===== src/rtl/ram_port_arbiter.sv =====
// ram_port_arbiter: shares one RAM port between the CPU (port 0) and a host loader (port 1).
// Latency: grants same cycle, read data one cycle later. Backpressure: a denied CPU sees cpu_stall.
// Optional macro LOCK_TIMEOUT_EN bounds host lock duration and raises a sticky lock_err.
module ram_port_arbiter #(
  parameter int ADDR_W         = 8,
  parameter int DATA_W         = 16,
  parameter int HOST_BURST_MAX = 4,
  parameter int LOCK_TIMEOUT   = 16
) (
  input  logic              clock,
  input  logic              clear,
  input  logic              cpu_req,
  input  logic              cpu_we,
  input  logic [ADDR_W-1:0] cpu_addr,
  input  logic [DATA_W-1:0] cpu_wdata,
  output logic              cpu_gnt,
  output logic              cpu_stall,
  output logic              cpu_rvalid,
  output logic [DATA_W-1:0] cpu_rdata,
  input  logic              host_req,
  input  logic              host_we,
  input  logic              host_lock,
  input  logic [ADDR_W-1:0] host_addr,
  input  logic [DATA_W-1:0] host_wdata,
  output logic              host_gnt,
  output logic              host_rvalid,
  output logic [DATA_W-1:0] host_rdata,
  output logic [ADDR_W-1:0] ram_addr,
  output logic [DATA_W-1:0] ram_wdata,
  output logic              ram_we,
  input  logic [DATA_W-1:0] ram_rdata,
  output logic              lock_err
);

  localparam logic [1:0] PRI_CPU   = 2'd0;
  localparam logic [1:0] PRI_HOST  = 2'd1;
  localparam logic [1:0] HOST_LOCK = 2'd2;

  localparam int BW = (HOST_BURST_MAX < 2) ? 1 : $clog2(HOST_BURST_MAX);
  localparam logic [BW-1:0] BURST_LAST = BW'(HOST_BURST_MAX - 1);

  logic [1:0]        state, state_nxt;
  logic [BW-1:0]     burst_cnt, burst_nxt;
  logic              lock_enter, lock_expired, lock_allowed;
  logic [DATA_W-1:0] cpu_rdata_q, host_rdata_q;

  always_comb begin
    cpu_gnt  = 1'b0;
    host_gnt = 1'b0;
    case (state)
      PRI_HOST: begin
        host_gnt = host_req;
        cpu_gnt  = cpu_req & ~host_req;
      end
      HOST_LOCK: host_gnt = host_req;
      default: begin
        cpu_gnt  = cpu_req;
        host_gnt = host_req & ~cpu_req;
      end
    endcase
  end

  assign cpu_stall  = cpu_req & ~cpu_gnt;
  assign ram_addr   = host_gnt ? host_addr  : cpu_addr;
  assign ram_wdata  = host_gnt ? host_wdata : cpu_wdata;
  assign ram_we     = (cpu_gnt & cpu_we) | (host_gnt & host_we);
  assign lock_enter = host_gnt & host_lock & lock_allowed;

  always_comb begin
    state_nxt = state;
    burst_nxt = burst_cnt;
    case (state)
      HOST_LOCK: begin
        if (!host_lock || lock_expired) begin
          state_nxt = PRI_CPU;
          burst_nxt = '0;
        end
      end
      PRI_HOST: begin
        if (lock_enter) begin
          state_nxt = HOST_LOCK;
        end else if (host_gnt) begin
          if (burst_cnt == BURST_LAST) begin
            state_nxt = PRI_CPU;
            burst_nxt = '0;
          end else begin
            burst_nxt = burst_cnt + BW'(1);
          end
        end else if (cpu_gnt) begin
          state_nxt = PRI_CPU;
        end
      end
      default: begin
        if (lock_enter) begin
          state_nxt = HOST_LOCK;
        end else if (cpu_gnt && host_req) begin
          state_nxt = PRI_HOST;
          burst_nxt = '0;
        end
      end
    endcase
  end

  always_ff @(posedge clock or posedge clear) begin
    if (clear) begin
      state     <= PRI_CPU;
      burst_cnt <= '0;
    end else begin
      state     <= state_nxt;
      burst_cnt <= burst_nxt;
    end
  end

`ifdef LOCK_TIMEOUT_EN
  localparam int LW = $clog2(LOCK_TIMEOUT + 1);

  logic [LW-1:0] lock_cnt;
  logic          relock_block;
  logic          lock_err_q;

  // After a forced release the host must drop host_lock before it can lock again.
  assign lock_expired = (state == HOST_LOCK) && host_lock && (lock_cnt == LW'(LOCK_TIMEOUT - 1));
  assign lock_allowed = ~relock_block;
  assign lock_err     = lock_err_q;

  always_ff @(posedge clock or posedge clear) begin
    if (clear) begin
      lock_cnt     <= '0;
      relock_block <= 1'b0;
      lock_err_q   <= 1'b0;
    end else begin
      lock_cnt <= (state == HOST_LOCK) ? lock_cnt + LW'(1) : '0;
      if (lock_expired) begin
        relock_block <= 1'b1;
        lock_err_q   <= 1'b1;
      end else if (!host_lock) begin
        relock_block <= 1'b0;
      end
    end
  end
`else
  assign lock_expired = 1'b0;
  assign lock_allowed = 1'b1;
  assign lock_err     = 1'b0;
`endif

  always_ff @(posedge clock or posedge clear) begin
    if (clear) begin
      cpu_rvalid   <= 1'b0;
      host_rvalid  <= 1'b0;
      cpu_rdata_q  <= '0;
      host_rdata_q <= '0;
    end else begin
      cpu_rvalid  <= cpu_gnt & ~cpu_we;
      host_rvalid <= host_gnt & ~host_we;
      if (cpu_rvalid)  cpu_rdata_q  <= ram_rdata;
      if (host_rvalid) host_rdata_q <= ram_rdata;
    end
  end

  // RAM data arrives in the rvalid cycle; pass it through then hold it.
  assign cpu_rdata  = cpu_rvalid  ? ram_rdata : cpu_rdata_q;
  assign host_rdata = host_rvalid ? ram_rdata : host_rdata_q;

endmodule

===== config.mk =====
export PLATFORM = sky130hd
export DESIGN_NAME = ram_port_arbiter
export DESIGN_NICKNAME = d
export VERILOG_FILES = /design/src/rtl/ram_port_arbiter.sv
export SDC_FILE = /design/constraint.sdc
export NUM_CORES = 1
export LEC_CHECK = 0
export ABC_AREA = 1
export BUFFER_PORTS_ARGS = -buffer_cell sky130_fd_sc_hd__buf_2
export CORE_ASPECT_RATIO = 0.7
export CORE_UTILIZATION = 41
export DETAILED_ROUTE_END_ITERATION = 10
export GPL_ROUTABILITY_DRIVEN = 0
export MAX_ROUTING_LAYER = met4
export PLACE_DENSITY = 0.78
export SLEW_MARGIN = 20
export SYNTH_ARGS = -nofsm -noshare
export SYNTH_HDL_FRONTEND = slang
export SYNTH_SLANG_ARGS = --single-unit
export TNS_END_PERCENT = 50

===== constraint.sdc =====
create_clock -name clock -period 1.9 [get_ports clock]
set_clock_uncertainty 0.05 [all_clocks]
set_input_delay 0.095 -clock clock [delete_from_list [all_inputs] [get_ports clock]]
set_output_delay 0.095 -clock clock [all_outputs]
set_load 0.02 [all_outputs]

# Yosys cells after proc, flatten, opt, wreduce, memory -nomap -nowiden
# Index checks and enable logic that the tools add are counted.
# word_totals
register_bits,38
# op_classes
n_addsub,1
n_eq_ne,9
n_mux,20
n_bitwise,14
reduce_logical,6
# op_table
cell,count
two-way mux 16 bit,3
two-way mux 2 bit,12
AND 1 bit,8
two-way mux 8 bit,1
!= test 4 bit (second input constant),2
case mux 2 bit (2 select lines),2
!= test 2 bit (second input constant),3
inverter 1 bit,5
AND reduction 5 bit,1
equality test 2 bit (second input constant),2
AND reduction 4 bit,1
nonzero test 4 bit,1
nonzero test 3 bit,1
adder 2 x 1 -> 2 bit (second input constant),1
equality test 2 x 1 -> 1 bit (second input constant),1
!= test 2 x 1 -> 1 bit (second input constant),1
case mux 1 bit (2 select lines),1
OR reduction 2 bit,1
logical AND 1 bit,1
two-way mux 1 bit,1
OR 1 bit,1

# Depth between registers and ports, before layout
# Gate-level depths: netlist of run 1.
# depth
ltp_word,7
depth_mapped,9
ltp_nobuf,9

# Least setup slack after synthesis of run 1
# Ideal clock, no wire load.
# synth_timing
path_type,reg-to-output
start,register state[0]
end,output cpu_stall
arrival_time_ns,1.434
path_slack_ns,0.321
stages_incl_launch_ff,8
path_buffers,0
path_cell_list,dfrtp_1 -> inv_1 -> ha_1 -> inv_1 -> nand2_1 -> nand3_1 -> inv_1 -> nor2_1
# synth_between
elab_chain_len,4
elab_cells_between_ends,5
# synth_rtl
item,line_no,rtl
start: declaration,42,"logic [1:0] state, state_nxt;"
start signal: assignment,109,state <= state_nxt;
equality test 2 bit / equality test 2 x 1 -> 1 bit (equally long branches),50,case (state)
case mux 1 bit (2 select lines) *,50,
named net cpu_gnt,16,"output logic cpu_gnt,"
inverter 1 bit *,63,assign cpu_stall = cpu_req & ~cpu_gnt;
AND 1 bit *,63,
end: declaration,17,"output logic cpu_stall,"
# The timed path passes the listed nets; every way through them passes the cells marked *.

# Worst setup path in the final report of run 1
# layout_timing
start,register state[1]
end,output ram_we
# layout_between
elab_chain_len,5
elab_cells_between_ends,8
# layout_rtl
item,line_no,rtl
equality test 2 x 1 -> 1 bit / equality test 2 bit (equally long branches),50,
OR reduction 2 bit (no source line),-,
two-way mux 1 bit,50,
AND 1 bit,66,assign ram_we = (cpu_gnt & cpu_we) | (host_gnt & host_we);
OR 1 bit *,66,
end: declaration,30,"output logic ram_we,"
# Every way passes the cells marked *; elsewhere a longest branch is shown, timed or not.

==> flow_summary.json, run 1 <==
{
  "setup_violations": 0,
  "hold_violations": 0,
  "drive_gt1_frac": 0.556,
  "fin_crit_ns": 1.84,
  "cpMaxStageDelayCell": "dfrtp_1",
  "overflow": 0,
  "syn_area_sq_um": 1940,
  "worstHoldStart": "ram_rdata[12]",
  "cts.sinks": 38,
  "mostFrequentLayoutCell": "buf_2",
  "slowest_delay_ns": 0.42,
  "dp_slack_ns": 0.177,
  "reg2reg_setup_slack_ns": 0.26,
  "vias_per_cell": 4.74,
  "routed_wl_mm": 5.29,
  "cp.buffers_inverters": 2,
  "reg2reg_to": "state[1]$_DFFE_PP0P_",
  "firstDrtPassIters": 7,
  "hpwl_mm": 3.92,
  "n_fill_cell": 374,
  "syn_inst": 208,
  "ys_ff_latch": 38,
  "synth_cell_types": 20,
  "fp.dieH_um": 59.5,
  "r2r_cells": 9,
  "hold_depth": 2,
  "end_kind": "output port",
  "max_freq_ghz": 0.543,
  "cts_tree": "built",
  "clkLatencyLatePin_ns": 0.27,
  "synth_top_area_frac": 0.490,
  "wl_per_cell_um": 12.9,
  "holdPathEnd": "cpu_rdata_q[12]$_DFF_PP0_",
  "grt_usage": 0.211,
  "powerDensity_nw_per_um2": 1580,
  "fin_tns_setup_ns": 0,
  "syn_to_final_growth_pct": 50.2,
  "fin_crit_sh": 0.969,
  "grt_start_max_net_pins": 39,
  "h-tree-depth": 2,
  "drv_cap": 0,
  "violations": "design-rule violations",
  "cts_max_path_buffers": 2,
  "hold_class": "primary input to register",
  "num_antenna_cells": 0,
  "cp_max_fo": 7,
  "yosysWarnings": 0,
  "multi_input_area_sq_um": 917,
  "avgSynthCellArea_sq_um": 9.32,
  "cp-start-kind": "register",
  "worst_ep_required_time_ns": 1.75,
  "drtIter0Drc": 110,
  "dp.cells": 390,
  "finalNetCount": 428,
  "core-area_sq_um": 4430,
  "cts_buffers": 5,
  "rr_startpoint": "state[1]$_DFFE_PP0P_",
  "ios": 134,
  "ant_nets": 0,
  "stdcell_count": 409,
  "synth_top_cell_by_area": "dfrtp_1",
  "antenna_found_initial": 0,
  "synth_seq_area_share": 0.490,
  "syn_nets": 283,
  "synth.area.top_cells": "dfrtp_1 (49%), mux2_2 (19%), nand2_1 (17%)",
  "finalMaxSlewViolations": 0,
  "port_buffers": 132,
  "rows": 20,
  "clock_tree.root_cell": "clkbuf_8",
  "finalPower_mw": 4.60,
  "p_leak_nw": 1.65,
  "layout_common_cells": "buf_2 (130), nand2_1 (88), dfrtp_1 (38)",
  "die_w_um": 84.2,
  "ir_drop_mv": 0.940,
  "dieArea_sq_um": 5010,
  "status": "finished with violations",
  "initial_utilization": 0.438,
  "setup_ws_ns": 0.0595,
  "seqCellArea_sq_um": 951,
  "crit_type": "register to output port",
  "drc": 17,
  "grt_pass1_wl_mm": 7.89,
  "clkTransAtPathRegs_ns": 0.07,
  "grt_pass1_vias": 1769,
  "path_cells": "ha_4, nand2_4, nand2_8, clkinv_8, a22o_1, buf_4",
  "cp_top_family": "flip-flops",
  "cp.arrival_ns": 1.70,
  "dr_total_vias": 1940,
  "rsz0062_at_grt": "true"
}
-- per-stage QoR --
stage | instance area [sq um] | utilization | hold slack (ns)
floorplan | 1940 | - | 0.111
CTS | 2840 | 0.642 | 0.0186
finish | 2910 | 0.658 | 0.0278
detailed placement | 2640 | 0.596 | 0.193
global route | 2910 | 0.658 | 0.0217
global placement | 2640 | 0.596 | 0.177
-- metal layers --
| layer | track usage | part of all wire | wire [um] | vias to the layer above |
|---|---|---|---|---|
| met2 | 0.367 | 0.49 | 2600 | 80 |
| met1 | 0.244 | 0.43 | 2280 | 902 |
| li1 | - | - | - | 950 |
| met5 | - | 0 | 0 | - |
| met4 | 0.0690 | 0.015 | 77 | 0 |
| met3 | 0.0543 | 0.062 | 327 | 8 |
-- layout make-up --
cell class              instances  area share
flip-flops and latches         38       0.326
repair buffers                145       0.271
clock buffers                   8      0.0378
multi-input cells             149       0.315
repair inverters                2     0.00601
well taps                      55      0.0236
inverters                      12      0.0198
-- worst register-to-register path, stage by stage (launching register included) --
cell and delay, ns:
dfrtp_1 0.42, ha_4 0.32, nand2_4 0.08, nand2_8 0.13, buf_4 0.13, nor2_2 0.03
nor2_2 0.16, nand3_2 0.10, nand2_1 0.07, nand2_1 0.05
-- how the worst max path moves through the flow --
| stage | from | endpoint | slack (ns) | depth (start not counted) |
|---|---|---|---|---|
| after floorplan | state[0]$_DFFE_PP0P_ | cpu_stall | 0.32 | 7 |
| after global placement | state[0]$_DFFE_PP0P_ | ram_we | 0.25 | 7 |
| after detailed placement | state[0]$_DFFE_PP0P_ | ram_we | 0.18 | 7 |
| after CTS | state[0]$_DFFE_PP0P_ | ram_we | 0.04 | 8 |
| after global routing | state[1]$_DFFE_PP0P_ | ram_addr[7] | -0.04 | 7 |
| final | state[1]$_DFFE_PP0P_ | ram_we | 0.06 | 6 |
-- sequential cells by signal, indices dropped and copies added (netlist names) --
name and count:
cpu_rdata_q 16, burst_cnt 2, host_rdata_q 16, host_rvalid 1, cpu_rvalid 1, state 2
-- Yosys cell counts, drive strengths merged --
library cell / number
a21boi: 1
a22o: 1
a31oi: 1
buf: 9
conb: 1
dfrtp: 38
ha: 4
inv: 12
mux2: 32
nand2: 91
nand3: 6
nand4: 2
nor2: 8
o21ai: 2
-- cell families after synthesis --
kind of cell | synth area share
compound gates | 0.0168
other cells | 0.00193
buf+inv | 0.0542
fa+ha+maj | 0.0258
mux | 0.186
flops | 0.490
simple gates | 0.225
-- repair_timing --
item / in CTS / in global routing
hold buffers: 3 / 0
setup buffers: 5 / 1
endpoints found under the hold margin: 40 / 0
cloned: 0 / 2
setup endpoints to repair: 26 / 13
resized for setup: 4 / 11
pin swaps: 1 / 2
-- power breakdown --
part	leakage [nW]	switching, mW	internal, mW	total (mW)
clock network	0.0575	0.253	0.366	0.619
logic	1.13	1.65	1.06	2.70
registers	0.454	0.106	1.18	1.28
No activity file was read; power rests on OpenSTA's default activity.
==> run 2: changes to the inputs <==
--- a/config.mk
+++ b/config.mk
@@ -11,6 +11,7 @@
 export CORE_UTILIZATION = 41
 export DETAILED_ROUTE_END_ITERATION = 10
 export GPL_ROUTABILITY_DRIVEN = 0
+export HOLD_SLACK_MARGIN = 0.08
 export MAX_ROUTING_LAYER = met4
 export PLACE_DENSITY = 0.78
 export SLEW_MARGIN = 20
==> flow_summary.json, run 2 (synthesis results as in run 1) <==
{
  "ir_drop_mv": 0.913,
  "antenna_found_initial": 0,
  "layout_common_cells": "buf_2 (130), nand2_1 (88), dfrtp_1 (38)",
  "mostFrequentLayoutCell": "buf_2",
  "cts_max_path_buffers": 2,
  "post_dp_cell_area_sq_um": 2640,
  "overflow": 0,
  "drive_gt1_frac": 0.531,
  "h-tree-depth": 2,
  "ios": 134,
  "dieArea_sq_um": 5010,
  "clkLatencyLatePin_ns": 0.28,
  "die_w_um": 84.2,
  "port_buffers": 132,
  "finalMaxSlewViolations": 0,
  "grt_usage": 0.220,
  "rsz0062_at_grt": "true",
  "routed_wl_mm": 5.53,
  "stdcell_area_sq_um": 3080,
  "cp_max_fo": 7,
  "dr_total_vias": 1996,
  "drtIter0Drc": 121,
  "clock_tree.root_cell": "clkbuf_8",
  "status": "finished with violations",
  "initial_utilization": 0.438,
  "hold_violations": 0,
  "cts.sinks": 38,
  "ant_nets": 0,
  "fp.dieH_um": 59.5,
  "num_antenna_cells": 0,
  "drv_cap": 0,
  "stdcell_count": 426,
  "rows": 20,
  "grt_pass1_wl_mm": 8.23,
  "cp-start-kind": "register",
  "powerDensity_nw_per_um2": 1510,
  "wl_per_cell_um": 13.0,
  "cts_buffers": 5,
  "cts_tree": "built",
  "largestRegisters": "cpu_rdata_q x16, host_rdata_q x16",
  "cp.arrival_ns": 1.70,
  "hold_class": "primary input to register",
  "p_leak_nw": 1.72,
  "firstDrtPassIters": 8,
  "finalNetCount": 445,
  "grt_start_max_net_pins": 39,
  "worst_ep_required_time_ns": 1.75,
  "grt_pass1_vias": 1856,
  "hpwl_mm": 3.92,
  "violations": "design-rule violations",
  "end_kind": "output port",
  "syn_to_final_growth_pct": 59.0,
  "core-area_sq_um": 4430,
  "max_freq_ghz": 0.543,
  "crit_type": "register to output port",
  "fin_crit_ns": 1.84,
  "dp.cells": 390,
  "fin_crit_sh": 0.970,
  "drc": 17,
  "setup_violations": 0,
  "vias_per_cell": 4.69,
  "finalPower_mw": 4.65,
  "clkTransAtPathRegs_ns": 0.07
}
run 2: changes by cell type in the layout (fill, tap and decap cells not counted), sizes merged:
cell,change
dlygate4sd3,+17
run 2: per-layer routing:
layer | global-route usage | part of all wire | wire length [um] | vias up
met5 | - | 0 | 0 | -
met4 | 0.0764 | 0.012 | 67 | 0
met3 | 0.0557 | 0.061 | 335 | 6
met2 | 0.391 | 0.50 | 2770 | 72
met1 | 0.248 | 0.43 | 2360 | 935
li1 | - | - | - | 983
run 2: worst paths after layout:
kind / from / endpoint / slack [ns] / cells past startpoint
min: host_lock / state[0]$_DFFE_PP0P_ / 0.17 / 4
max in group asynchronous: clear / state[1]$_DFFE_PP0P_ / 1.04 / 4
max reg2reg: state[1]$_DFFE_PP0P_ / cpu_rvalid$_DFF_PP0_ / 0.15 / 6
min reg2reg: cpu_rdata_q[11]$_DFF_PP0_ / cpu_rdata_q[11]$_DFF_PP0_ / 0.44 / 1
max: state[1]$_DFFE_PP0P_ / ram_we / 0.06 / 6
min in group asynchronous: clear / host_rdata_q[1]$_DFF_PP0_ / 0.43 / 4
run 2: worst max-delay path: stages (launching register included):
cell and delay, ns:
dfrtp_1 0.42, ha_4 0.32, nand2_4 0.08, nand2_8 0.13, clkinv_8 0.08, a22o_1 0.23, buf_4 0.16
run 2: where the power goes:
group          internal, mW  total, mW  switching [mW]  leakage (nW)
Clock                 0.366      0.621           0.255        0.0575
Sequential             1.18       1.28           0.107         0.454
Combinational          1.09       2.74            1.66          1.21
Total                  2.63       4.65            2.02          1.72
run 2: timing repair:
action / in CTS / in global routing
gates resized for setup: 4 / 11
setup buffers: 5 / 1
setup endpoints to repair: 26 / 13
endpoints found under the hold margin: 72 / 0
hold buffers: 20 / 0
cloned: 0 / 2
pin swaps: 1 / 2
run 2: layout make-up:
cell class / count / area (sq um)
Inverter: 12 / 57.6
Sequential cell: 38 / 951
Fill cell: 354 / 1350
Timing Repair Buffer: 162 / 961
Timing Repair inverter: 2 / 17.5
Clock buffer: 8 / 110
Tap cell: 55 / 68.8
Multi-Input combinational cell: 149 / 917
run 2: per-stage QoR:
step | utilization | hold WS (ns) | worst slack, ns | TNS, ns
final | 0.696 | 0.168 | 0.0577 | 0
after global routing | 0.696 | 0.187 | -0.0360 | -0.136
after CTS | 0.680 | 0.139 | 0.0431 | 0
after detailed placement | 0.596 | 0.193 | 0.177 | 0
after global placement | 0.596 | 0.177 | 0.248 | 0
after floorplan | - | 0.111 | 0.321 | 0
